--- src/rtl/imem_loader.sv ---
// Boot loader: packs a big-endian byte stream into 32-bit words and writes
// them to instruction memory, holding the core stalled until the load ends.
//
// Ports:
//   clk, rst_n        clock, synchronous active-low reset
//   start, word_count begin a load of word_count words
//   byte_in/valid/ready  byte stream handshake (MSB of each word first)
//   mem_we/addr/wd    instruction-memory write port (byte address)
//   core_stall        freezes core PC and pipeline until load complete
//   busy, done, err   status; err flags an oversize word_count (sticky)
module imem_loader #(
  parameter int          ADDR_W    = 8,
  parameter logic [31:0] BASE_ADDR = 32'h00000000
) (
  input  logic              clk,
  input  logic              rst_n,
  input  logic              start,
  input  logic [ADDR_W:0]   word_count,
  input  logic [7:0]        byte_in,
  input  logic              byte_valid,
  output logic              byte_ready,
  output logic              mem_we,
  output logic [31:0]       mem_addr,
  output logic [31:0]       mem_wd,
  output logic              core_stall,
  output logic              busy,
  output logic              done,
  output logic              err
);

  localparam logic [1:0] S_IDLE  = 2'd0;
  localparam logic [1:0] S_RECV  = 2'd1;
  localparam logic [1:0] S_WRITE = 2'd2;
  localparam logic [1:0] S_DONE  = 2'd3;

  localparam logic [ADDR_W:0] MAXW = {1'b1, {ADDR_W{1'b0}}};

  logic [1:0]        state_q, state_d;
  logic [1:0]        bcnt_q, bcnt_d;
  logic [ADDR_W-1:0] widx_q, widx_d;
  logic [31:0]       shift_q, shift_d;
  logic [ADDR_W:0]   cnt_q, cnt_d;
  logic              err_q, err_d;
  logic              stall_q, stall_d;
  logic              last_word;

  assign last_word = ({1'b0, widx_q} == (cnt_q - 1'b1));

  always_comb begin
    state_d = state_q;
    bcnt_d  = bcnt_q;
    widx_d  = widx_q;
    shift_d = shift_q;
    cnt_d   = cnt_q;
    err_d   = err_q;
    unique case (state_q)
      S_IDLE, S_DONE: begin
        if (start) begin
          if (word_count > MAXW) begin
            err_d   = 1'b1;
            state_d = S_IDLE;
          end else if (word_count == '0) begin
            err_d   = 1'b0;
            state_d = S_DONE;
          end else begin
            err_d   = 1'b0;
            cnt_d   = word_count;
            widx_d  = '0;
            bcnt_d  = '0;
            state_d = S_RECV;
          end
        end
      end
      S_RECV: begin
        if (byte_valid) begin
          shift_d = {shift_q[23:0], byte_in};
          bcnt_d  = bcnt_q + 1'b1;
          if (bcnt_q == 2'd3) state_d = S_WRITE;
        end
      end
      S_WRITE: begin
        if (last_word) begin
          state_d = S_DONE;
        end else begin
          widx_d  = widx_q + 1'b1;
          bcnt_d  = '0;
          state_d = S_RECV;
        end
      end
      default: state_d = S_IDLE;
    endcase
    // Registered so the stall releases/reasserts with the state change
    stall_d = (state_d != S_DONE);
  end

  always_ff @(posedge clk) begin
    if (!rst_n) begin
      state_q <= S_IDLE;
      bcnt_q  <= '0;
      widx_q  <= '0;
      shift_q <= '0;
      cnt_q   <= '0;
      err_q   <= 1'b0;
      stall_q <= 1'b1;
    end else begin
      state_q <= state_d;
      bcnt_q  <= bcnt_d;
      widx_q  <= widx_d;
      shift_q <= shift_d;
      cnt_q   <= cnt_d;
      err_q   <= err_d;
      stall_q <= stall_d;
    end
  end

  assign byte_ready = (state_q == S_RECV);
  assign busy       = (state_q == S_RECV) || (state_q == S_WRITE);
  assign done       = (state_q == S_DONE);
  assign mem_we     = (state_q == S_WRITE);
  assign mem_wd     = mem_we ? shift_q : 32'h0;
  assign mem_addr   = mem_we ?
    BASE_ADDR + {{(30-ADDR_W){1'b0}}, widx_q, 2'b00} : 32'h0;
  assign core_stall = stall_q;
  assign err        = err_q;

endmodule

--- config.mk ---
export PLATFORM = sky130hd
export DESIGN_NAME = imem_loader
export DESIGN_NICKNAME = d
export VERILOG_FILES = /design/src/rtl/imem_loader.sv
export SDC_FILE = /design/constraint.sdc
export NUM_CORES = 1
export LEC_CHECK = 0
export CORE_AREA = 2 2 90 83
export DETAILED_ROUTE_END_ITERATION = 10
export DIE_AREA = 0 0 92 85
export GPL_TIMING_DRIVEN = 0
export PLACE_DENSITY_LB_ADDON = 0.05
export SKIP_CTS_REPAIR_TIMING = 1
export SLEW_MARGIN = 25
export SYNTH_ARGS = -nofsm -noshare
export SYNTH_HDL_FRONTEND = slang
export SYNTH_SLANG_ARGS = --single-unit
--- constraint.sdc ---
create_clock -name clk -period 2.5 [get_ports clk]
set_input_delay 0.25 -clock clk [delete_from_list [all_inputs] [get_ports clk]]
set_output_delay 0.25 -clock clk [all_outputs]
set_load 0.005 [all_outputs]
Yosys cells after proc, flatten, opt, wreduce, memory -nomap -nowiden
Index checks and enable logic that the tools add are counted.
Widths: inputs -> output; s select.
{"block": "classes", "add_sub_neg": 3, "magnitude_cmp": 1, "eq_ne": 11, "mux": 21, "n_bitwise": 2, "reduce_logical": 10}
{"op": "$mux 32", "count": 1}
{"op": "$mux 8", "count": 4}
{"op": "$mux 2", "count": 11}
{"op": "$pmux 8 s2", "count": 1}
{"op": "$ne 2x2->1 const B", "count": 6}
{"op": "$pmux 2 s3", "count": 2}
{"op": "$mux 10", "count": 1}
{"op": "$reduce_and 5->1", "count": 2}
{"op": "$eq 8x9->1", "count": 1}
{"op": "$gt 9x9->1 const B", "count": 1}
{"op": "$logic_not 9->1", "count": 1}
{"op": "$sub 9x1->9 const B", "count": 1}
{"op": "$add 8x1->8 const B", "count": 1}
{"op": "$eq 2x2->1 const B", "count": 3}
{"op": "$reduce_and 2->1", "count": 2}
{"op": "$reduce_and 4->1", "count": 1}
{"op": "$add 2x1->2 const B", "count": 1}
{"op": "$eq 2x1->1 const B", "count": 1}
{"op": "$logic_not 2->1", "count": 1}
{"op": "$not 1->1", "count": 2}
{"op": "$reduce_bool 2->1", "count": 1}
{"op": "$reduce_or 2->1", "count": 1}
{"op": "$logic_or 1x1->1", "count": 1}
{"op": "$mux 1", "count": 1}
{"block": "totals", "register_bits": 55, "output_inout_bits": 70, "elab_cells": 55}

Longest topological paths before layout
{"block": "depth", "word_depth": 6, "ltp_mapped": 11}

Worst setup path after synthesis
OpenSTA, ideal clock, no wires.
{"block": "synth_path", "path_type": "reg2reg", "startpoint": "register cnt_q[1]", "endpoint": "register widx_q[0]", "arrival_time_ps": 2194, "setup_slack_ps": 230, "path_stages_with_launch": 11, "n_path_buf": 2, "synth_period_minus_slack_ps": 2270, "cell_sequence": "dfxtp_1 clkbuf_2 inv_1 ha_1 clkbuf_1 and2b_1 or3_1 a31oi_1 o211ai_4 o221a_4 o22ai_1"}
{"block": "synth_between", "elab_chain_cells": 4}
{"item": "start: declaration", "line": "42", "rtl": "logic [ADDR_W:0] cnt_q, cnt_d;"}
{"item": "start signal: assignment", "line": "110", "rtl": "cnt_q <= cnt_d;"}
{"item": "$sub 9x1->9", "line": "47", "rtl": "assign last_word = ({1'b0, widx_q} == (cnt_q - 1'b1));"}
{"item": "$eq 8x9->1", "line": "47"}
{"item": "$ne 2x2->1 (no source line)"}
{"item": "$reduce_and 5->1 (no source line)"}
{"item": "end signal: assignment", "line": "108", "rtl": "widx_q <= widx_d;"}
{"item": "end: declaration", "line": "40", "rtl": "logic [ADDR_W-1:0] widx_q, widx_d;"}
No other way between the ends.
A chain may end at the register's enable or synchronous reset.

Final worst setup path
{"block": "layout_path", "startpoint": "register cnt_q[2]", "endpoint": "register widx_q[1]"}
The elaborated chain is that of the path after synthesis.

==> impl_metrics.env <==
export IMPL_layout_common_cells="nand2_1, clkdlybuf4s50_1, dfxtp_1"
export IMPL_ant_nets=0
export IMPL_period_needed_ns=2.41
export IMPL_port_buffers=64
export IMPL_clk_latency_ns=0.32
export IMPL_remaining_drc_errors=0
export IMPL_synth_edf_count=0
export IMPL_arrival_ns=2.66
export IMPL_ys_top_cells_by_area="dfxtp_1, nand2_1, a21boi_0, and2_1, buf_4"
export IMPL_hpwl_microns=5940
export IMPL_relSlewSlack_pct=62.0
export IMPL_yosysWarningCount=0
export IMPL_gp_congestion=0.792
export IMPL_drive_above_1_share_pct=12.0
export IMPL_dieHeight_microns=85
export IMPL_syn_area_per_cell_sq_um=7.75
export IMPL_setup_tns_ns=0
export IMPL_critPathTopFamily="simple AND/OR/NAND/NOR gates"
export IMPL_seq_area_frac_synth_pct=33.3
export IMPL_whs_path_depth=2
export IMPL_dpl_cell_area_sq_um=4150
export IMPL_cp_depth=7
export IMPL_worstPathRequired_ns=2.75
export IMPL_nets=554
export IMPL_crit_path_end_kind="flip-flop"
export IMPL_crit_chain="or3_1, buf_2, or4_4, a31oi_4, nor2_2, o221a_4, o22ai_1"
export IMPL_vias=3114
export IMPL_hold_class="input port to flip-flop"
export IMPL_wl_per_cell_microns=12.8
export IMPL_reg2reg_setup_slack_ns=0.09
export IMPL_final_cell_area_sq_um=4350
export IMPL_dp_cells=606
export IMPL_antennaDiodeCount=0
export IMPL_antenna_found_initial=0
export IMPL_cp_startpoint="cnt_q[2]"
export IMPL_overflow=0
export IMPL_path_clk_slew_ns=0.11
export IMPL_synth_top_cell_by_area="dfxtp_1"
export IMPL_wl_microns=7910
export IMPL_slew_violations=0
export IMPL_finalSetupViolCount=0
export IMPL_maxCapViolations=0
export IMPL_ir_worst_vdd_v=0.000543
export IMPL_finalCritPeriodShare_pct=96.4
export IMPL_grt_pass1_wl_microns=12900
export IMPL_fmax_mhz=415
export IMPL_cts_sinks=55
export IMPL_endpoint="widx_q[1]"
export IMPL_hold_viol_final=0
export IMPL_r2r_start="cnt_q[2]"
export IMPL_synth_cell_type_count=53
export IMPL_vias_per_cell=5.03
export IMPL_io_pins=91
export IMPL_final_common_cell="nand2_1"
export IMPL_die_x_microns=92
export IMPL_clock_tree_root_cell="clkbuf_8"
export IMPL_clockBufferDepth=2
export IMPL_drtIter0Drc=144
export IMPL_reg2reg_to="widx_q[1]"
export IMPL_netlist_area_sq_um=3300
export IMPL_p_leak_nw=1.61
export IMPL_r2r_cells=7
export IMPL_die_area_sq_um=7820
export IMPL_coreArea_sq_um=6890
export IMPL_worstPathMaxFanout=9
export IMPL_slowest_stage="or4_4"
export IMPL_path_class="flip-flop to flip-flop"
export IMPL_synth_ff_type="dfxtp_1"
export IMPL_htreeDepth=2
export IMPL_worst_pin_slew_ns=0.564
export IMPL_cpPeakStageDelay_ns=0.55
export IMPL_cts_buffers=5
export IMPL_firstDrtPassIters=4
export IMPL_synth_async_reset_ratio_pct=0
export IMPL_ys_ff_latch=55
export IMPL_layout_cells_non_filler=619
export IMPL_grt_use_total_pct=20.1
export IMPL_status="completed"
export IMPL_rsz0062_at_grt="false"
export IMPL_synth_top_cell_area_share_pct=33.3
export IMPL_cts_tree="done"
export IMPL_power_density_nw_per_um2=623
export IMPL_layout_area_overhead_vs_synth_pct=31.6
export IMPL_start_util_pct=47.9
export IMPL_synthCells=426
export IMPL_grt_pass1_vias=2793
export IMPL_row_count=29
export IMPL_finalClockSkew_ns=0.00637
export IMPL_grt_max_degree=21
export IMPL_critPathLaunchType="flip-flop"
export IMPL_worst_path_buf_inv=1
## power by group
group,switching (mW),internal (mW)
Sequential,0.0632,0.942
Clock,0.335,0.212
Combinational,0.681,0.477
## cell type report
cell class / instances / area, sq um
Fill cell: 673 / 2550
Multi-Input combinational cell: 329 / 1990
Sequential cell: 55 / 1100
Timing Repair Buffer: 71 / 691
Buffer: 54 / 312
Tap cell: 93 / 116
Clock buffer: 5 / 68.8
Clock inverter: 3 / 33.8
Inverter: 9 / 33.8
## synthesized netlist by cell type, types with 2 or more instances
library cell and n:
o21ai_0 4, o211ai_1 4, a21boi_0 42, o2bb2ai_1 2, o31ai_1 7, nor2_1 5
nand2b_1 4, or3_1 8, nand3_1 9, nand3b_1 4, nor4_1 2, clkbuf_1 28
buf_4 24, a31oi_1 2, and3_1 2, o22ai_1 6, nand4_1 2, and3b_1 2
or4_1 3, inv_1 9, a21oi_1 8, dfxtp_1 55, o311a_1 2, nand2_1 102
a211oi_1 2, nor3_1 7, ha_1 8, and2_1 44, o21ai_1 2, xnor2_1 4
## worst min-delay path by stage
| stage | from | to | slack [ns] |
|---|---|---|---|
| after floorplan | word_count[0] | cnt_q[0] | 0.39 |
| after global placement | shift_q[31] | shift_q[31] | 0.45 |
| after detailed placement | shift_q[25] | shift_q[25] | 0.45 |
| after CTS | start | err | 0.29 |
| after global routing | rst_n | shift_q[15] | 0.32 |
| final | rst_n | shift_q[15] | 0.31 |
## sequential cells by signal, indices dropped and copies added, names as in the netlist
signal / flops
state_q: 2
core_stall: 1
cnt_q: 9
shift_q: 32
err: 1
bcnt_q: 2
widx_q: 8
## layer usage
layer	up-vias	GRT usage, %	routed length [microns]
li1	1590	-	-
met1	1435	28.5	3850
met2	82	32.0	3560
met3	7	3.46	425
met4	0	5.02	72
met5	-	0	0
## cell families (layout without fill, tap and decap cells)
group           count (synthesis)  in the layout  synth area share [%]
compound gates                 91             91                  21.1
buf+inv                        65            142                  10.4
fa+ha+maj                       8              8                  3.03
xor+xnor                        6              6                  2.01
simple gates                  200            200                  29.9
other cells                     1             24                 0.114
flops                          55             55                  33.3
## through the flow
stage	util [%]	hold WS [ns]	setup slack (ns)	total power, mW
2_1_floorplan	-	0.395	0.230	1.73
3_5_place_dp	60.1	0.454	-0.434	2.07
4_1_cts	61.6	0.293	-0.277	2.63
6_report	63.0	0.307	0.0897	2.71
3_3_place_gp	60.1	0.449	-0.352	2.05
5_1_grt	63.0	0.315	0.00537	2.88
No activity file was read; power rests on OpenSTA's default activity.
